### src/rtl/mem_arb_pkg.sv
// -----------------------------------------------------------------------------
// mem_arb_pkg
// Shared types for the two-master memory arbiter: FSM state encoding, bus owner
// encoding and the starvation-counter width helper.
// -----------------------------------------------------------------------------
package mem_arb_pkg;

  typedef enum logic [1:0] {
    IDLE = 2'd0,
    REQ  = 2'd1,
    RESP = 2'd2
  } state_e;

  typedef enum logic {
    OWN_IFU = 1'b0,
    OWN_LSU = 1'b1
  } owner_e;

  // Width of a counter that must hold 0..limit inclusive.
  function automatic int unsigned cnt_width(input int unsigned limit);
    return (limit < 1) ? 1 : $clog2(limit + 1);
  endfunction

endpackage

### src/rtl/mem_arbiter_if.sv
// -----------------------------------------------------------------------------
// mem_arbiter_if
// Generic request/response memory channel. The same bundle is used for the
// two upstream masters (req/gnt handshake) and for the downstream slave bus,
// where req acts as s_valid and gnt as s_ready.
//   master modport: drives req/addr/we/wdata/wmask, receives gnt/rvalid/rdata
//   slave modport : the reverse
// -----------------------------------------------------------------------------
interface mem_arbiter_if #(
  parameter int unsigned ADDR_W = 32,
  parameter int unsigned DATA_W = 32
);

  logic                  req;
  logic [ADDR_W-1:0]     addr;
  logic                  we;
  logic [DATA_W-1:0]     wdata;
  logic [DATA_W/8-1:0]   wmask;
  logic                  gnt;
  logic                  rvalid;
  logic [DATA_W-1:0]     rdata;

  modport master (
    output req, addr, we, wdata, wmask,
    input  gnt, rvalid, rdata
  );

  modport slave (
    input  req, addr, we, wdata, wmask,
    output gnt, rvalid, rdata
  );

endinterface

### src/rtl/mem_arb_pick.sv
// -----------------------------------------------------------------------------
// mem_arb_pick
// Combinational winner selection. LSU has fixed priority unless the IFU has
// lost STARVE_LIMIT consecutive arbitrations, in which case the IFU wins.
// Ports:
//   i_ifu_req, i_lsu_req : request valids
//   i_starve_cnt         : consecutive IFU losses
//   o_valid              : at least one request present
//   o_owner              : selected master (meaningful when o_valid)
// -----------------------------------------------------------------------------
module mem_arb_pick
  import mem_arb_pkg::*;
#(
  parameter int unsigned STARVE_LIMIT = 4,
  parameter int unsigned CNT_W        = 3
) (
  input  logic             i_ifu_req,
  input  logic             i_lsu_req,
  input  logic [CNT_W-1:0] i_starve_cnt,
  output logic             o_valid,
  output owner_e           o_owner
);

  localparam logic [CNT_W-1:0] LIMIT = CNT_W'(STARVE_LIMIT);

  logic w_ifu_forced;

  always_comb begin
    w_ifu_forced = i_ifu_req && (i_starve_cnt == LIMIT);
    o_valid      = i_ifu_req || i_lsu_req;
    o_owner      = (i_lsu_req && !w_ifu_forced) ? OWN_LSU : OWN_IFU;
  end

endmodule

### src/rtl/mem_arbiter.sv
// -----------------------------------------------------------------------------
// mem_arbiter
// Shares one memory port between the instruction fetch unit (master 0) and the
// load/store unit (master 1). One transaction is outstanding at a time: the
// winner is granted in IDLE, its payload is registered onto the slave bus in
// REQ, and the slave response is routed back to the owner in RESP.
// Ports:
//   clk, rst_n : clock, asynchronous active-low reset
//   ifu_bus    : IFU channel (read-only; its we/wdata/wmask are ignored)
//   lsu_bus    : LSU channel
//   mem_bus    : slave bus (req=s_valid, gnt=s_ready, rvalid=s_rvalid)
// -----------------------------------------------------------------------------
module mem_arbiter
  import mem_arb_pkg::*;
#(
  parameter int unsigned ADDR_W       = 32,
  parameter int unsigned DATA_W       = 32,
  parameter int unsigned STARVE_LIMIT = 4
) (
  input  logic           clk,
  input  logic           rst_n,
  mem_arbiter_if.slave   ifu_bus,
  mem_arbiter_if.slave   lsu_bus,
  mem_arbiter_if.master  mem_bus
);

  localparam int unsigned      CNT_W = cnt_width(STARVE_LIMIT);
  localparam logic [CNT_W-1:0] LIMIT = CNT_W'(STARVE_LIMIT);

  state_e                r_state;
  state_e                w_state_next;
  logic [CNT_W-1:0]      r_starve_cnt;
  logic [CNT_W-1:0]      w_starve_next;
  owner_e                r_owner;
  logic                  r_we;
  logic [ADDR_W-1:0]     r_addr;
  logic [DATA_W-1:0]     r_wdata;
  logic [DATA_W/8-1:0]   r_wmask;

  logic                  w_pick_valid;
  owner_e                w_pick_owner;
  logic                  w_grant;
  logic                  w_resp;

  mem_arb_pick #(
    .STARVE_LIMIT (STARVE_LIMIT),
    .CNT_W        (CNT_W)
  ) u_pick (
    .i_ifu_req    (ifu_bus.req),
    .i_lsu_req    (lsu_bus.req),
    .i_starve_cnt (r_starve_cnt),
    .o_valid      (w_pick_valid),
    .o_owner      (w_pick_owner)
  );

  // Grant is combinational from IDLE; gated by rst_n so that no grant escapes
  // while reset is held and nothing can be captured.
  assign w_grant = rst_n && (r_state == IDLE) && w_pick_valid;
  assign w_resp  = (r_state == RESP) && mem_bus.rvalid;

  // ---------------------------------------------------------------------------
  // FSM: state register
  // ---------------------------------------------------------------------------
  always_ff @(posedge clk or negedge rst_n) begin
    if (!rst_n) begin
      r_state <= IDLE;
    end else begin
      r_state <= w_state_next;
    end
  end

  // ---------------------------------------------------------------------------
  // FSM: next state. s_ready outside REQ and s_rvalid outside RESP are ignored.
  // ---------------------------------------------------------------------------
  always_comb begin
    w_state_next = r_state;
    unique case (r_state)
      IDLE:    if (w_pick_valid)   w_state_next = REQ;
      REQ:     if (mem_bus.gnt)    w_state_next = RESP;
      RESP:    if (mem_bus.rvalid) w_state_next = IDLE;
      default: w_state_next = IDLE;
    endcase
  end

  // ---------------------------------------------------------------------------
  // FSM: outputs
  // ---------------------------------------------------------------------------
  always_comb begin
    ifu_bus.gnt    = w_grant && (w_pick_owner == OWN_IFU);
    lsu_bus.gnt    = w_grant && (w_pick_owner == OWN_LSU);
    ifu_bus.rvalid = w_resp && (r_owner == OWN_IFU);
    lsu_bus.rvalid = w_resp && (r_owner == OWN_LSU);
    // Read data is broadcast; rvalid alone qualifies it.
    ifu_bus.rdata  = mem_bus.rdata;
    lsu_bus.rdata  = mem_bus.rdata;
    mem_bus.req    = (r_state == REQ);
    mem_bus.we     = r_we;
    mem_bus.addr   = r_addr;
    mem_bus.wdata  = r_wdata;
    mem_bus.wmask  = r_wmask;
  end

  // ---------------------------------------------------------------------------
  // Starvation counter: counts IDLE arbitrations the IFU asked for and lost.
  // Any IDLE cycle where the IFU wins or is not asking clears it.
  // ---------------------------------------------------------------------------
  always_comb begin
    w_starve_next = r_starve_cnt;
    if (r_state == IDLE) begin
      if (ifu_bus.req && (w_pick_owner == OWN_LSU)) begin
        w_starve_next = (r_starve_cnt == LIMIT) ? r_starve_cnt : r_starve_cnt + 1'b1;
      end else begin
        w_starve_next = '0;
      end
    end
  end

  always_ff @(posedge clk or negedge rst_n) begin
    if (!rst_n) begin
      r_starve_cnt <= '0;
    end else begin
      r_starve_cnt <= w_starve_next;
    end
  end

  // ---------------------------------------------------------------------------
  // Payload capture on grant; held stable through REQ until the slave accepts.
  // ---------------------------------------------------------------------------
  always_ff @(posedge clk or negedge rst_n) begin
    if (!rst_n) begin
      r_owner <= OWN_IFU;
      r_we    <= 1'b0;
      r_addr  <= '0;
      r_wdata <= '0;
      r_wmask <= '0;
    end else if (w_grant) begin
      r_owner <= w_pick_owner;
      if (w_pick_owner == OWN_LSU) begin
        r_we    <= lsu_bus.we;
        r_addr  <= lsu_bus.addr;
        r_wdata <= lsu_bus.wdata;
        r_wmask <= lsu_bus.wmask;
      end else begin
        // IFU is fetch-only: force a read with an empty mask.
        r_we    <= 1'b0;
        r_addr  <= ifu_bus.addr;
        r_wdata <= '0;
        r_wmask <= '0;
      end
    end
  end

endmodule

### src/flat_wrapper.sv
// flat-port wrapper written by rule: the top's interface ports become plain ports
module mem_arbiter_flat import mem_arb_pkg::*;
#(
  parameter int unsigned ADDR_W       = 32,
  parameter int unsigned DATA_W       = 32,
  parameter int unsigned STARVE_LIMIT = 4
)
  (clk, rst_n, ifu_bus_req, ifu_bus_addr, ifu_bus_we, ifu_bus_wdata, ifu_bus_wmask, ifu_bus_gnt, ifu_bus_rvalid, ifu_bus_rdata, lsu_bus_req, lsu_bus_addr, lsu_bus_we, lsu_bus_wdata, lsu_bus_wmask, lsu_bus_gnt, lsu_bus_rvalid, lsu_bus_rdata, mem_bus_req, mem_bus_addr, mem_bus_we, mem_bus_wdata, mem_bus_wmask, mem_bus_gnt, mem_bus_rvalid, mem_bus_rdata);
  mem_arbiter_if #(.ADDR_W(ADDR_W), .DATA_W(DATA_W)) ifu_bus_i ();
  mem_arbiter_if #(.ADDR_W(ADDR_W), .DATA_W(DATA_W)) lsu_bus_i ();
  mem_arbiter_if #(.ADDR_W(ADDR_W), .DATA_W(DATA_W)) mem_bus_i ();
  input  logic clk;
  input  logic rst_n;
  input wire logic [$bits(ifu_bus_i.req)-1:0] ifu_bus_req;
  input wire logic [$bits(ifu_bus_i.addr)-1:0] ifu_bus_addr;
  input wire logic [$bits(ifu_bus_i.we)-1:0] ifu_bus_we;
  input wire logic [$bits(ifu_bus_i.wdata)-1:0] ifu_bus_wdata;
  input wire logic [$bits(ifu_bus_i.wmask)-1:0] ifu_bus_wmask;
  output wire logic [$bits(ifu_bus_i.gnt)-1:0] ifu_bus_gnt;
  output wire logic [$bits(ifu_bus_i.rvalid)-1:0] ifu_bus_rvalid;
  output wire logic [$bits(ifu_bus_i.rdata)-1:0] ifu_bus_rdata;
  input wire logic [$bits(lsu_bus_i.req)-1:0] lsu_bus_req;
  input wire logic [$bits(lsu_bus_i.addr)-1:0] lsu_bus_addr;
  input wire logic [$bits(lsu_bus_i.we)-1:0] lsu_bus_we;
  input wire logic [$bits(lsu_bus_i.wdata)-1:0] lsu_bus_wdata;
  input wire logic [$bits(lsu_bus_i.wmask)-1:0] lsu_bus_wmask;
  output wire logic [$bits(lsu_bus_i.gnt)-1:0] lsu_bus_gnt;
  output wire logic [$bits(lsu_bus_i.rvalid)-1:0] lsu_bus_rvalid;
  output wire logic [$bits(lsu_bus_i.rdata)-1:0] lsu_bus_rdata;
  output wire logic [$bits(mem_bus_i.req)-1:0] mem_bus_req;
  output wire logic [$bits(mem_bus_i.addr)-1:0] mem_bus_addr;
  output wire logic [$bits(mem_bus_i.we)-1:0] mem_bus_we;
  output wire logic [$bits(mem_bus_i.wdata)-1:0] mem_bus_wdata;
  output wire logic [$bits(mem_bus_i.wmask)-1:0] mem_bus_wmask;
  input wire logic [$bits(mem_bus_i.gnt)-1:0] mem_bus_gnt;
  input wire logic [$bits(mem_bus_i.rvalid)-1:0] mem_bus_rvalid;
  input wire logic [$bits(mem_bus_i.rdata)-1:0] mem_bus_rdata;
  assign ifu_bus_i.req = ifu_bus_req;
  assign ifu_bus_i.addr = ifu_bus_addr;
  assign ifu_bus_i.we = ifu_bus_we;
  assign ifu_bus_i.wdata = ifu_bus_wdata;
  assign ifu_bus_i.wmask = ifu_bus_wmask;
  assign ifu_bus_gnt = ifu_bus_i.gnt;
  assign ifu_bus_rvalid = ifu_bus_i.rvalid;
  assign ifu_bus_rdata = ifu_bus_i.rdata;
  assign lsu_bus_i.req = lsu_bus_req;
  assign lsu_bus_i.addr = lsu_bus_addr;
  assign lsu_bus_i.we = lsu_bus_we;
  assign lsu_bus_i.wdata = lsu_bus_wdata;
  assign lsu_bus_i.wmask = lsu_bus_wmask;
  assign lsu_bus_gnt = lsu_bus_i.gnt;
  assign lsu_bus_rvalid = lsu_bus_i.rvalid;
  assign lsu_bus_rdata = lsu_bus_i.rdata;
  assign mem_bus_req = mem_bus_i.req;
  assign mem_bus_addr = mem_bus_i.addr;
  assign mem_bus_we = mem_bus_i.we;
  assign mem_bus_wdata = mem_bus_i.wdata;
  assign mem_bus_wmask = mem_bus_i.wmask;
  assign mem_bus_i.gnt = mem_bus_gnt;
  assign mem_bus_i.rvalid = mem_bus_rvalid;
  assign mem_bus_i.rdata = mem_bus_rdata;
  mem_arbiter #(.ADDR_W(ADDR_W), .DATA_W(DATA_W), .STARVE_LIMIT(STARVE_LIMIT)) u_core (.clk(clk), .rst_n(rst_n), .ifu_bus(ifu_bus_i), .lsu_bus(lsu_bus_i), .mem_bus(mem_bus_i));
endmodule
### config.mk
export PLATFORM = sky130hd
export DESIGN_NAME = mem_arbiter_flat
export DESIGN_NICKNAME = d
export VERILOG_FILES = /design/src/rtl/mem_arb_pkg.sv /design/src/rtl/mem_arbiter_if.sv /design/src/rtl/mem_arb_pick.sv /design/src/rtl/mem_arbiter.sv /design/src/flat_wrapper.sv
export SDC_FILE = /design/constraint.sdc
export NUM_CORES = 1
export LEC_CHECK = 0
export ABC_CLOCK_PERIOD_IN_PS = 1500
export CAP_MARGIN = 20
export CORE_AREA = 3 3 122 124
export DETAILED_ROUTE_END_ITERATION = 10
export DIE_AREA = 0 0 125 127
export DONT_BUFFER_PORTS = 1
export PLACE_DENSITY_LB_ADDON = 0.1
export RECOVER_POWER = 25
export SLEW_MARGIN = 30
export SYNTH_ARGS = -nofsm -noshare
export SYNTH_HDL_FRONTEND = slang
export SYNTH_SLANG_ARGS = --single-unit
export TNS_END_PERCENT = 100
### constraint.sdc
create_clock -name clk -period 1.5 [get_ports clk]
set_input_delay 0.225 -clock clk [delete_from_list [all_inputs] [get_ports clk]]
set_output_delay 0.225 -clock clk [all_outputs]
set_load 0.02 [all_outputs]
[Word-level counts from Yosys, hierarchy flattened]
Index checks and enable logic that the tools add are counted.
Operators by class
  muxes and demuxes: 11
  bitwise logic cells: 2
  reduce and logical (&&, ||, !) cells: 15
  equal/unequal tests: 7
  add/sub/neg operators: 1
Operators by type and width (number)
  32-bit two-way mux: 2
  1-bit logical AND: 10
  2-bit two-way mux: 3
  3-bit two-way mux: 2
  2-bit case mux with 3 select lines: 1
  4-bit two-way mux: 1
  2-bit by 1-bit != test with 1-bit output (second input constant): 2
  2-bit != test (second input constant): 2
  3-bit by 1-bit adder with 3-bit output (second input constant): 1
  3-bit == test (second input constant): 1
  3-bit AND reduction: 1
  2-bit by 1-bit == test with 1-bit output (second input constant): 1
  2-bit == test (second input constant): 1
  2-bit zero test: 1
  1-bit two-way mux: 2
  1-bit NOT: 2
  2-bit AND reduction: 1
  1-bit zero test: 1
  1-bit logical OR: 1
Word-level totals
  logic and storage cells: 43
  bits of input ports: 176
  register bits after elaboration: 75
  output and inout bits: 138

[Logic depth before layout (Yosys ltp)]
Gate-level depths: netlist of run 1.
  depth after elaboration: 8
  mapped depth: 7
  depth with buffers taken out: 5

[Cells and area by module]
From an unflattened synthesis of run 1, not the netlist that was laid out.
Second synthesis, totals
  cells, all modules: 402
  area total of the unflattened synthesis: 3799.9 sq um
By module, submodules not included
  mem_arbiter: times used 1, cells each 399, seq. area each 1876.8 sq um, area an instance 3781.1 sq um
  mem_arb_pick: times used 1, cells each 3, seq. area each 0.0 sq um, area an instance 18.8 sq um

[Worst setup path after synthesis of run 1]
OpenSTA, ideal clock, no wires.
  path type: register -> register
  start: register u_core.r_starve_cnt[0]
  end: register u_core.r_addr[18], in the netlist u_core.mem_bus.addr[18]
  library setup time: 126 ps
  path slack: -103 ps
  buffers on the path: 1
  clock period less this slack: 1603 ps
  required time: 1374 ps
  data arrival time: 1477 ps
  stages on the path, launching flop included: 7
  path through: dfrtp_1 inv_1 ha_1 and2_0 o211a_1 buf_4 a221o_1
Between the ends
  longest elaborated chain between the ends: 6
RTL lines
  start, declared: RTL line mem_arbiter.sv:32  | logic [CNT_W-1:0] r_starve_cnt;
  start signal, assigned: RTL line mem_arbiter.sv:122  | r_starve_cnt <= w_starve_next;
  3-bit == test: RTL line mem_arb_pick.sv:29  | w_ifu_forced = i_ifu_req && (i_starve_cnt == LIMIT);
  1-bit logical AND: RTL line mem_arb_pick.sv:29
  1-bit zero test: RTL line mem_arb_pick.sv:31  | o_owner = (i_lsu_req && !w_ifu_forced) ? OWN_LSU : OWN_IFU;
  1-bit logical AND: RTL line mem_arb_pick.sv:31
  1-bit two-way mux: RTL line mem_arb_pick.sv:31
  32-bit two-way mux: RTL line mem_arbiter.sv:138  | if (w_pick_owner == OWN_LSU) begin
  end signal, assigned: RTL line mem_arbiter.sv:140  | r_addr <= lsu_bus.addr;
  end signal, assigned: RTL line mem_arbiter.sv:146  | r_addr <= ifu_bus.addr;
  end, declared: RTL line mem_arbiter.sv:36  | logic [ADDR_W-1:0] r_addr;
Every way passes these cells.
A chain may end at the register's enable or synchronous reset.

[Worst setup path in the final report of run 1]
  start: register u_core.r_starve_cnt[1]
  end: output port ifu_bus_gnt
Between the ends
  longest elaborated chain between the ends: 7
RTL lines
  3-bit == test: RTL line mem_arb_pick.sv:29
  1-bit logical AND: RTL line mem_arb_pick.sv:29
  1-bit zero test: RTL line mem_arb_pick.sv:31
  1-bit logical AND: RTL line mem_arb_pick.sv:31
  1-bit two-way mux: RTL line mem_arb_pick.sv:31
  1-bit NOT: RTL line mem_arbiter.sv:89  | ifu_bus.gnt = w_grant && (w_pick_owner == OWN_IFU);
  1-bit logical AND: RTL line mem_arbiter.sv:89
  end, declared: RTL line flat_wrapper.sv:19  | output wire logic [$bits(ifu_bus_i.gnt)-1:0] ifu_bus_gnt;
Every way passes these cells.

==> results of run 1 <==
[layout make-up]
| class | instances | share of cell area [%] |
|---|---|---|
| inverter | 5 | 0.435 |
| timing repair buffer | 54 | 17.1 |
| clock inverter | 5 | 1.39 |
| multi-input combinational | 131 | 26.5 |
| clock buffer | 11 | 5.86 |
| sequential | 75 | 43.5 |
| tap | 180 | 5.22 |
[worst min path at each step]
stage	to	slack [ns]	cells past startpoint
2_1_floorplan	u_core.mem_bus.addr[0]	-0.07	0
3_3_place_gp	u_core.mem_bus.addr[12]	-0.07	0
3_5_place_dp	u_core.mem_bus.addr[12]	-0.07	0
4_1_cts	u_core.mem_bus.addr[7]	-0.45	0
5_1_grt	u_core.mem_bus.addr[7]	-0.45	0
6_report	u_core.mem_bus.addr[12]	-0.43	0
[sequential cells by signal, summed over array words and instances (netlist names)]
name,count
u_core.r_state,2
u_core.r_owner,1
u_core.mem_bus.wdata,32
u_core.mem_bus.wmask,4
u_core.r_starve_cnt,3
u_core.mem_bus.addr,32
u_core.mem_bus.we,1
[worst reg2reg max path, stage by stage (launching register included)]
cell and delay, ns:
dfrtp_1 0.38, inv_2 0.08, ha_4 0.13, nand3_1 0.11, and3_4 0.20, buf_4 0.14
buf_4 0.14, bufbuf_16 0.28, a22o_1 0.19
[timing repair]
item	in CTS	in global routing
endpoints found under the setup margin	73	74
pin swaps	7	4
gates resized for setup	17	10
cloned	6	4
buffers inserted	11	4
hold endpoints to repair	93	75
[layer usage]
layer  wire, µm  vias up  share of wire, %
met4        244        0               2.1
met2       5660      103                49
met3        777       40               6.8
met1       4790     1222                42
li1           -     1004                 -
met5          0        -                 0
[placed cells by master (no fill, tap or decap), types with 2 or more instances in the layout]
| cell | instances |
|---|---|
| a21boi_0 | 32 |
| a221o_1 | 32 |
| a22o_1 | 37 |
| and3_4 | 2 |
| buf_12 | 8 |
| buf_4 | 15 |
| buf_6 | 4 |
| bufbuf_16 | 3 |
| clkbuf_16 | 13 |
| clkbuf_8 | 2 |
| dfrtp_1 | 75 |
| dlygate4sd3_1 | 18 |
| inv_1 | 3 |
| inv_2 | 2 |
| nand2_1 | 3 |
| nand3_1 | 2 |
| nor2_1 | 3 |
| o21ai_0 | 3 |
[per-stage QoR]
stage | TNS, ns | util, % | cells | area (µm²) | setup slack (ns)
2_1_floorplan | -1.41 | - | 299 | 3660 | -0.0605
3_3_place_gp | -2.60 | 24.3 | 404 | 3370 | -0.106
3_5_place_dp | -2.76 | 24.3 | 404 | 3370 | -0.112
4_1_cts | -13.71 | 30.2 | 455 | 4190 | -0.298
6_report | -11.61 | 31.1 | 461 | 4310 | -0.270
5_1_grt | -16.39 | 31.1 | 461 | 4310 | -0.328
[report_power, final]
group,internal (mW),switching (mW)
Sequential,2.88,1.67
Clock,1.39,0.921
Combinational,1.58,1.10
[cells by family (layout without fill, tap and decap cells)]
kind of cell / count (synthesis) / count (layout) / synth area share, %
compound gates: 109 / 109 / 25.7
fa+ha+maj: 2 / 2 / 0.686
buf+inv: 93 / 75 / 18.8
flops: 75 / 75 / 51.5
simple gates: 20 / 20 / 3.29
==> impl_summary.md, run 1 <==
Outcome
The run finished, with violations left. The checks that failed: negative hold slack, negative setup slack.

Cells and area
After the last flow step, the layout net total stands at 454. In the final layout, flip-flops and latches occupy 1880 µm². The combined area of the multi-input logic cells is 1140 µm².

The area growth from synthesis to layout is 18.3%. The repair_antennas step left the layout with diodes totalling 0. The filler cells instantiated in the layout total 1403.

The share of layout cells above drive strength 1 is 22.4%.

Worst setup path
The delay of the slowest cell on the worst path is 0.35 ns. The capture point of the critical path is ifu_bus_gnt. The data arrival time of the critical path is 1.54 ns. Among all stages on the critical path, the largest delay is contributed by dfrtp_1. The source of the worst register-to-register timing path is u_core.r_starve_cnt[0]. The nature of the critical path endpoint is a primary output. The worst setup path is launched from a flop. STA puts the critical path data required time at 1.27 ns. Across all register-to-register paths, the minimum setup slack is -0.25 ns. The startpoint of the worst setup timing path is u_core.r_starve_cnt[1]. The worst register-to-register path ends at u_core.mem_bus.wdata[1]. The gate family responsible for the most delay along the worst path is flip-flops. The depth of the worst register-to-register path is 8. The critical setup path kind is flop to primary output. Walking the worst path, the cells encountered are inv_2 -> ha_4 -> and2_4 -> o211a_4 -> buf_12 -> buf_8. The maximum fanout along the worst path is 3.

The critical path runs through a total of 6 cells. The number of buffers and inverters on the critical path is 3.

Logic synthesis
Synthesis produced 299 cells. The number of different library cells in the post-synthesis netlist is 29. The leading area contributor after synthesis is dfrtp_1. Sequential cells were found to cover 51.5% of the synthesized design area.

The count of flip-flops with a built-in enable after synthesis is 0. The post-synthesis async set-or-reset flop share is 100%. The portion of synthesized cell area occupied by the leading cell type is 51.5%. Ranked by instance count, the synthesized netlist is headed by dfrtp_1, buf_4, a22o_1. The average cell area after synthesis is 12.2 µm². The most common flop cell mapped by yosys is dfrtp_1. For this run, the number of Yosys warnings is 0. Counting every net in the synthesized netlist gives 477. Yosys instantiated no cell more often than dfrtp_1. After synthesis, the cell types taking the most area are dfrtp_1, buf_4, a22o_1, a221o_1, a21boi_0. The post-synthesis sequential element count is 75. The mapped netlist covers 3650 µm².

Timing
The final cycle utilization of the critical path is 118%. Across the routed clock network, the largest skew measured is 0.00869 ns. The worst-case headroom to the max-slew limit is 79.6%. The maximum clock frequency is 565 MHz.

The final count of pins violating max slew is 0. The worst setup margin is -0.270 ns. Counting I/O delays and the setup requirement, the final critical path takes 1.77 ns.

The number of endpoints failing setup at the final stage is 65. The final hold violation count came to 75. The worst hold slack is -0.430 ns.

For the pin with the worst max-slew slack, the measured transition is 0.306 ns. Setup repair after global routing could not meet its margin everywhere.

GRT
The via count of the first global-routing pass is 2549. The met1 usage is 16.6%. The total congestion overflow after global routing is 0. Global routing used 13.4% of the available tracks. The global-route wire length before repair is 16100 µm. The met3 track demand over resource is 4.18%.

The number of antenna violations at the first check in global routing was 0. The most crowded layer after global routing is met2. Entering global routing, the biggest net connects 77 pins. For met2 alone, demand over resource in global routing was 21.6%.

Job
Max-cap violations in this run came to 0.

Floorplanning
The site row count is 43. The core region area is 13900 µm². The die span in x is 125 µm. The number of ports placed on the die boundary is 314. The initial standard-cell utilization of the core is 26.3%. The die covers 15900 µm². The height of the chip is 127 µm.

Power
The maximum vdd ir drop is 0.756 mV. The static leakage is 1.88 nW. The design draws 9.54 mW.

The power per cell area is 2210 nW/µm².

Drt
The detailed router finished its first iteration with 84 violations. The first-pass iteration count of the detailed router is 5. After detailed routing, the number of remaining DRC violations is 0. The detail route stage leaves a number of antenna-violating nets equal to 0. The final routed wirelength across all metal layers is 11500 µm. The mean number of vias per cell is 5.14.

Dividing the detail-routed wire length by the instance count gives 24.9 µm. The via count of the routed design is 2369.

Clock tree
Clock latency on the worst-skew pair, taken at its later pin, is 0.35 ns. The total number of clock tree sinks is 75. For this design, the CTS-stage hold fixing added 18 buffers. The number of clock buffers inserted by TritonCTS is 9.

Counting along the longest clock path gives a buffer depth of 2. The H-tree generated during clock tree synthesis spans 3 levels. Clock-pin slew was measured on the worst setup and hold paths at 0.06 ns. The TritonCTS clock tree is done. The root buffer cell is clkbuf_16.

Placed design
The total of buffers placed on input and output ports is 0. The placer congestion estimate is 0.679. The placed wire-length estimate after detailed placement is 6280 µm.

Min path
The path class of the tightest hold or removal check is input pin to asynchronous set/reset pin.
Power figures use the tool's default switching activity.
==> run 2, diff against run 1 <==
- ABC_CLOCK_PERIOD_IN_PS: 1500 -> 1600
- clock period: 1.5 -> 1.6 ns (I/O delays scaled with it)
==> impl_summary.md, run 2 (synthesis gave the netlist of run 1 again) <==
GRT
The largest net degree at the start of global routing was 77 (unchanged). The number of antenna violations at the first check in global routing is 0 (unchanged). The via count of the first global-routing pass is 2451 (-3.8%).

The total congestion overflow after global routing is 0 (unchanged). The global-route wire length before repair is 15700 µm (-2.5%). The overall track demand over capacity in global routing is 13.2% (-0.24 points).

Drt
The remaining routing DRC violations was 0 (unchanged). The detailed router's first-iteration violation count was 111 (+32%). The final routed wirelength across all metal layers is 10900 µm (-5.3%).

The first-pass iteration count of the detailed router is 4 (-1). The count of antenna-violating nets left after detailed routing is 0 (unchanged). The mean routed wirelength per cell is 24.5 µm (-1.4%). The mean number of vias per cell was 5.19 (+0.90%).

The via count of the routed design is 2297 (-3.0%).

Power
The sequential group share of total power is 49.2% (+1.5 points). The static leakage is 1.78 nW (-5.4%). The combinational cell fraction of total power is 27.1% (-1.0 points). The maximum vdd ir drop is 0.626 mV (-17%).

The cell internal power dissipation was 5.32 mW (-9.0%). The switching share of power is 38.6% (-0.13 points). The switching component of the power was 3.34 mW (-9.5%). The share of power burned in the clock network was 23.7% (-0.5 points). The power per cell area was 2110 nW/µm² (-4.6%).

Timing
The number of endpoints failing setup at the final stage is 46 (-29%). The worst hold slack is -0.406 ns (+0.0234 ns). The final count of pins violating max slew is 0 (unchanged). The final hold violation count was 75 (unchanged). The final period demand of the worst path is 1.78 ns.

The final cycle utilization of the critical path is 111%. The worst setup margin is -0.183 ns (+0.0874 ns). Setup repair after global routing could not meet its margin everywhere. The worst-case headroom to the max-slew limit is 72.2% (-7.4 points). Static timing analysis puts the maximum clock frequency at 561 MHz. The measured slew at the worst slew-check pin is 0.416 ns (+0.110 ns).

The worst clock skew on the final layout came to 0.00560 ns (-0.00308 ns).

Worst setup path
The endpoint of the most critical register-to-register path is u_core.mem_bus.addr[31]. The depth of the worst register-to-register path is 8 (unchanged). The largest individual stage delay along the critical path comes from the cell dfrtp_1. The category of the worst setup path launch point is a flop. The nature of the critical path endpoint is a primary output. The signal on the critical path passes through inv_2 -> ha_4 -> and2_4 -> o211a_4 -> buf_12 -> buf_12. The maximum fanout along the worst path is 4 (+1). The data required time of the worst path is 1.36 ns (+0.09 ns).

The data arrival time of the critical path is 1.54 ns (about the same). The source of the worst register-to-register timing path is u_core.r_starve_cnt[1]. The critical setup path kind is flop to primary output. The cell that appears most often on the critical path is buf_12. The worst reg-to-reg setup slack is -0.17 ns (+0.08 ns). The delay of the slowest cell on the worst path is 0.36 ns (about the same).

Floorplanning
The number of ports placed on the die boundary is 314 (unchanged). The core region area was 13900 µm² (unchanged). The site row count is 43 (unchanged).

The total die area is 15900 µm² (unchanged). The initial standard-cell utilization of the core was 26.3% (unchanged). The height of the chip was 127 µm (unchanged). The die span in x came to 125 µm (unchanged).

Placed design
The placed wire-length estimate after detailed placement is 6280 µm (-0.12%). The area after detailed placement was 3390 µm² (+0.74%). The total of buffers placed on input and output ports is 0 (unchanged). The placer congestion estimate is 0.691 (+1.9%).

Clock tree
The CTS H-tree depth came to 3 (unchanged). The number of clock buffers inserted by TritonCTS is 9 (unchanged). The root buffer cell is clkbuf_16. The worst-case clock buffer depth was 2 (unchanged). The total number of clock tree sinks is 75 (unchanged). TritonCTS built the clock tree.

The clock-pin transition on the worst setup and hold timing paths is 0.06 ns (about the same). The source-to-sink clock delay at the later pin of the worst-skew pair came to 0.34 ns (about the same).

Cells and area
The core occupancy in the finished layout is 29.6% (-1.5 points). The area growth from synthesis to layout is 12.6%. The cell area after layout was 4100 µm² (-4.8%). The share of layout cells above drive strength 1 was 23.2% (+0.77 points).

The number of inserted diodes is 0 (unchanged). Leaving out fill and tap cells, the most frequent cells in the layout are dfrtp_1, a22o_1, a21boi_0, a221o_1, buf_4. Leaving out fill and tap cells, the most frequent cell in the layout is dfrtp_1.

The final-stage net count is 436 (-4.0%).

Outcome
The flow ran to the end, but the final reports show violations. The final reports fail on negative hold slack, negative setup slack.

Min path
The class of the worst hold path is input pin to asynchronous set/reset pin.

Job
The max-capacitance violation count was 0 (unchanged).
run 2: power by group through the flow:
stage                     Clock [mW]  Sequential, mW  Combinational (mW)
after global routing            2.23            4.33                2.58
after global placement             0            4.32                1.87
after floorplan                    0            4.04                1.80
final                           2.06            4.26                2.35
after CTS                       2.14            4.28                2.31
after detailed placement           0            4.27                1.90
run 2: repair_timing:
item / CTS / global route
endpoints found under the hold margin: 75 / 75
buffers inserted: 12 / 2
gates resized for setup: 23 / 3
pin swaps: 33 / 7
endpoints found under the setup margin: 36 / 70
gates cloned: 7 / 1
run 2: area by class of cell:
| cell class | instances | area (µm²) |
|---|---|---|
| Fill cell | 1413 | 9780 |
| Inverter | 5 | 18.8 |
| Clock buffer | 11 | 243 |
| Tap cell | 180 | 225 |
| Clock inverter | 5 | 52.6 |
| Sequential cell | 75 | 1880 |
| Multi-Input combinational cell | 131 | 1130 |
| Timing Repair Buffer | 36 | 562 |
run 2: through the flow:
step	hold slack [ns]	setup WS, ns	total power [mW]	TNS (ns)	instances
CTS	-0.427	-0.233	8.72	-5.51	441
floorplan	-0.0556	0.00191	5.84	0	299
finish	-0.406	-0.183	8.66	-4.82	443
global placement	-0.0538	-0.0580	6.19	-1.39	406
detailed placement	-0.0536	-0.0579	6.17	-0.978	406
global route	-0.428	-0.253	9.13	-7.85	443
run 2: how the worst max path moves through the flow:
stage,depth (start not counted),to,slack [ns],start
floorplan,6,u_core.mem_bus.addr[0],0.002,u_core.r_starve_cnt[0]
global placement,6,u_core.mem_bus.addr[0],-0.06,u_core.r_starve_cnt[0]
detailed placement,6,u_core.mem_bus.addr[0],-0.06,u_core.r_starve_cnt[0]
CTS,4,ifu_bus_gnt,-0.23,u_core.r_state[0]
global route,6,ifu_bus_gnt,-0.25,u_core.r_starve_cnt[0]
finish,6,ifu_bus_gnt,-0.18,u_core.r_starve_cnt[1]
run 2: worst max-delay path: cells and delay by family, from the launching register on:
kind | cells | cell delay (ns)
DFF | 1 | 0.36
buffers and inverters | 3 | 0.31
AOI/OAI and AO/OA | 1 | 0.25
adders and majority gates | 1 | 0.16
and+or+nand+nor | 1 | 0.13
run 2: per-layer routing:
layer / global-route usage [%] / routed length (µm) / part of all wire, % / vias to the layer above
met5: 0 / 0 / 0 / -
met4: 7.27 / 320 / 2.9 / 0
met3: 3.93 / 845 / 7.8 / 37
met2: 21.3 / 5370 / 49 / 117
met1: 15.8 / 4330 / 40 / 1175
li1: - / - / - / 968
==> run 3, diff against run 2 <==
- ABC_AREA: default -> 1
- CORE_AREA: 3 3 122 124 -> 3 3 119 121
- DIE_AREA: 0 0 125 127 -> 0 0 122 124
- PLACE_DENSITY: default -> 0.52
- PLACE_DENSITY_LB_ADDON: 0.1 -> default
==> impl_summary.md, run 3 <==
Worst setup path
The depth of the worst register-to-register path is 8 (unchanged). The critical setup path kind is flop to primary output. The worst reg-to-reg setup slack came to 0.06 ns (+0.23 ns).

The data arrival time of the critical path is 1.36 ns (-0.18 ns). The data required time of the worst path is 1.36 ns (about the same). The source of the worst register-to-register timing path is u_core.r_starve_cnt[1]. The category of the worst setup path launch point is a flop. The nature of the critical path endpoint is a primary output. The endpoint identified for the worst register-to-register timing path is u_core.r_owner. The maximum fanout along the worst path is 5 (+1).

Drt
The detailed router's first-iteration violation count came to 130 (+17%). The met1 wire length was 3980 µm (-8.0%). The mean routed wirelength per cell is 15.8 µm (-36%). The count of antenna-violating nets left after detailed routing is 0 (unchanged). The via count of the routed design is 2844 (+24%). The first-pass iteration count of the detailed router is 4 (unchanged). The uppermost signal routing layer after detailed routing is met4. The final routed wirelength across all metal layers is 9960 µm (-8.4%). The mean number of vias per cell is 4.50 (-13%). The detailed route wirelength on metal3 is 833 µm (-1.4%). The met2 wire length is 4960 µm (-7.8%). The remaining routing DRC violations is 0 (unchanged).

Timing
Setup repair after global routing could not meet its margin everywhere. The measured slew at the worst slew-check pin is 0.440 ns (+0.0236 ns). The final count of pins violating max slew was 0 (unchanged).

The final cycle utilization of the critical path is 100% (-11 points). The number of endpoints failing setup at the final stage is 0 (-100%). The worst-case headroom to the max-slew limit is 70.6% (-1.6 points).

The final total negative setup slack is 0 ns (+4.82 ns). The worst setup margin came to 0.000144 ns (+0.183 ns). The worst hold slack is -0.398 ns (+0.00783 ns). The final period demand of the worst path is 1.60 ns (-0.183 ns). The worst clock skew on the final layout is 0.00722 ns (+0.00162 ns). The maximum clock frequency is 625 MHz (+11%).

The final hold violation count is 75 (unchanged).

Cells and area
The cell area after layout was 4160 µm² (+1.5%). The number of inserted diodes is 0 (unchanged). The core occupancy in the finished layout was 31.6% (+2.0 points). Relative to the synthesized area, the layout overhead comes to 6.02%. The library cell used most frequently in the layout, excluding fill and tap cells, is nand2_1. The share of layout cells above drive strength 1 is 11.4% (-12 points). The top cell types in the final layout, fill and taps aside, are nand2_1, dfrtp_1, nand3_1.

The final-stage net count is 629 (+44%). The count of non-filler cells in the finished layout was 632 (+43%).

Clock tree
The quantity of hold-fixing buffers added after cts is 2. The clock-pin transition on the worst setup and hold timing paths is 0.06 ns (about the same). The TritonCTS clock tree is done. The worst-case clock buffer depth was 2 (unchanged). The CTS H-tree depth is 3 (unchanged). The cell sitting at the root of the clock tree is a clkbuf_16.

The source-to-sink clock delay at the later pin of the worst-skew pair is 0.33 ns (about the same). The total number of clock tree sinks is 75 (unchanged). The number of clock buffers inserted by TritonCTS was 9 (unchanged).

Logic synthesis
The synthesized area is 3930 µm² (+7.7%). The largest family of logic cells by synthesized area is simple AND/OR/NAND/NOR gates. The number of different library cells in the post-synthesis netlist came to 21 (-28%). The fraction of the mapped netlist area in compound gates was 1.05% (-25 points). After synthesis, the cell types taking the most area are dfrtp_1, nand2_1, buf_4, nand3_1, buf_6.

The average cell area after synthesis was 7.81 µm² (-36%). The post-synthesis sequential element count was 75 (unchanged). The most common flop cell mapped by yosys is dfrtp_1. The count of flip-flops with a built-in enable after synthesis is 0 (unchanged).

The portion of synthesized cell area occupied by the leading cell type is 47.8% (-3.7 points). The synthesized instance count is 503 (+68%). Counting instances in the post-synthesis netlist gives the leading cell types as nand2_1, dfrtp_1, buf_4. The adder-cell share of the synthesized area is 0.637% (-0.049 points). The synthesis warning total is 0 (unchanged). The most common cell in the synthesized netlist is nand2_1.

The fraction of synthesized area in multiplexers is 0% (unchanged). The share of the yosys chip area belonging to registers is 47.8% (-3.7 points). The post-synthesis async set-or-reset flop share is 100% (unchanged).

The synthesized design spends more area on one cell type than any other, namely dfrtp_1. The XOR/XNOR share of the synthesized area is 0.223% (+0.22 points). The area share of and/or/nand/nor cells after synthesis is 32.7% (+29 points). The synthesized net count is 681 (+43%).

Floorplanning
The initial standard-cell utilization of the core was 29.8% (+3.5 points). The site row count was 42 (-2.3%). The core region area is 13200 µm² (-5.0%). The total die area is 15100 µm² (-4.7%). The die span in x is 122 µm (-2.4%).

The number of ports placed on the die boundary came to 314 (unchanged). The height of the chip came to 124 µm (-2.4%).

Power
The power per cell area is 1950 nW/µm² (-7.5%). The total chip power is 8.13 mW (-6.1%). The static leakage came to 2.23 nW (+25%). The maximum vdd ir drop is 0.692 mV (+11%).

GRT
The via count of the first global-routing pass is 2714 (+11%). The global-route wire length before repair came to 14700 µm (-6.1%). The total congestion overflow after global routing is 0 (unchanged).

The largest net degree at the start of global routing was 77 (unchanged). The overall track demand over capacity in global routing is 13.0% (-0.16 points). The number of antenna violations at the first check in global routing is 0 (unchanged).

Outcome
The flow ran to the end, but the final reports show violations. The final reports fail on negative hold slack.

Min path
The min-delay analysis places its worst path in the category input pin to asynchronous set/reset pin.

Placed design
The area after detailed placement was 3590 µm² (+5.9%). The number of placed instances, taps included is 599 (+48%). The placed wire-length estimate after detailed placement is 6660 µm (+6.0%). The placer congestion estimate came to 0.746 (+7.8%). The setup slack at placement is -0.00299 ns (+0.0549 ns). The total of buffers placed on input and output ports was 0 (unchanged).

Job
The max-capacitance violation count is 0 (unchanged).
[run 3: kinds of logic after synthesis]
| group | after synthesis |
|---|---|
| buffers and inverters | 97 |
| DFF | 75 |
| adders and majority gates | 2 |
| AOI/OAI and AO/OA | 6 |
| xor gates and xnor gates | 1 |
| and+or+nand+nor | 322 |
[run 3: what timing repair did]
action	CTS	global route
setup buffers	10	2
setup endpoints to repair	8	7
hold endpoints to repair	77	75
cloned	3	0
gates resized for setup	8	11
pin swaps	8	5
[run 3: worst max-delay path by stage]
| stage | depth (start not counted) | start | slack (ns) | end |
|---|---|---|---|---|
| 3_5_place_dp | 9 | u_core.r_starve_cnt[0] | -0.003 | u_core.mem_bus.addr[26] |
| 2_1_floorplan | 6 | u_core.r_state[1] | 0.06 | ifu_bus_gnt |
| 6_report | 6 | u_core.r_starve_cnt[0] | 0.0001 | lsu_bus_gnt |
| 5_1_grt | 6 | u_core.r_state[1] | -0.08 | ifu_bus_gnt |
| 4_1_cts | 6 | u_core.r_state[0] | -0.06 | ifu_bus_gnt |
| 3_3_place_gp | 9 | u_core.r_starve_cnt[0] | 0.07 | u_core.mem_bus.addr[23] |
[run 3: power breakdown]
| group | switching, mW | total, mW | internal [mW] |
|---|---|---|---|
| sequential | 1.55 | 4.24 | 2.69 |
| combinational | 1.10 | 1.93 | 0.831 |
| clock | 0.741 | 1.96 | 1.22 |
| total | 3.39 | 8.13 | 4.74 |
[run 3: layer usage]
metal | track usage [%] | vias up
li1 | - | 1373
met1 | 14.9 | 1354
met2 | 21.9 | 94
met3 | 4.81 | 23
met4 | 5.81 | 0
met5 | 0 | -
[run 3: worst max-delay path, stage by stage, from the launching register on]
cell,delay [ns]
dfrtp_1,0.36
inv_2,0.06
ha_4,0.16
nand3_4,0.08
nand2_4,0.07
nor2_4,0.14
buf_12,0.15
[run 3: cell type report]
class / count / area (µm²)
well taps: 176 / 220
multi-input cells: 331 / 1430
flip-flops and latches: 75 / 1880
fillers: 1418 / 9030
clock inverters: 1 / 5.00
repair buffers: 25 / 312
clock buffers: 15 / 288
inverters: 9 / 36.3
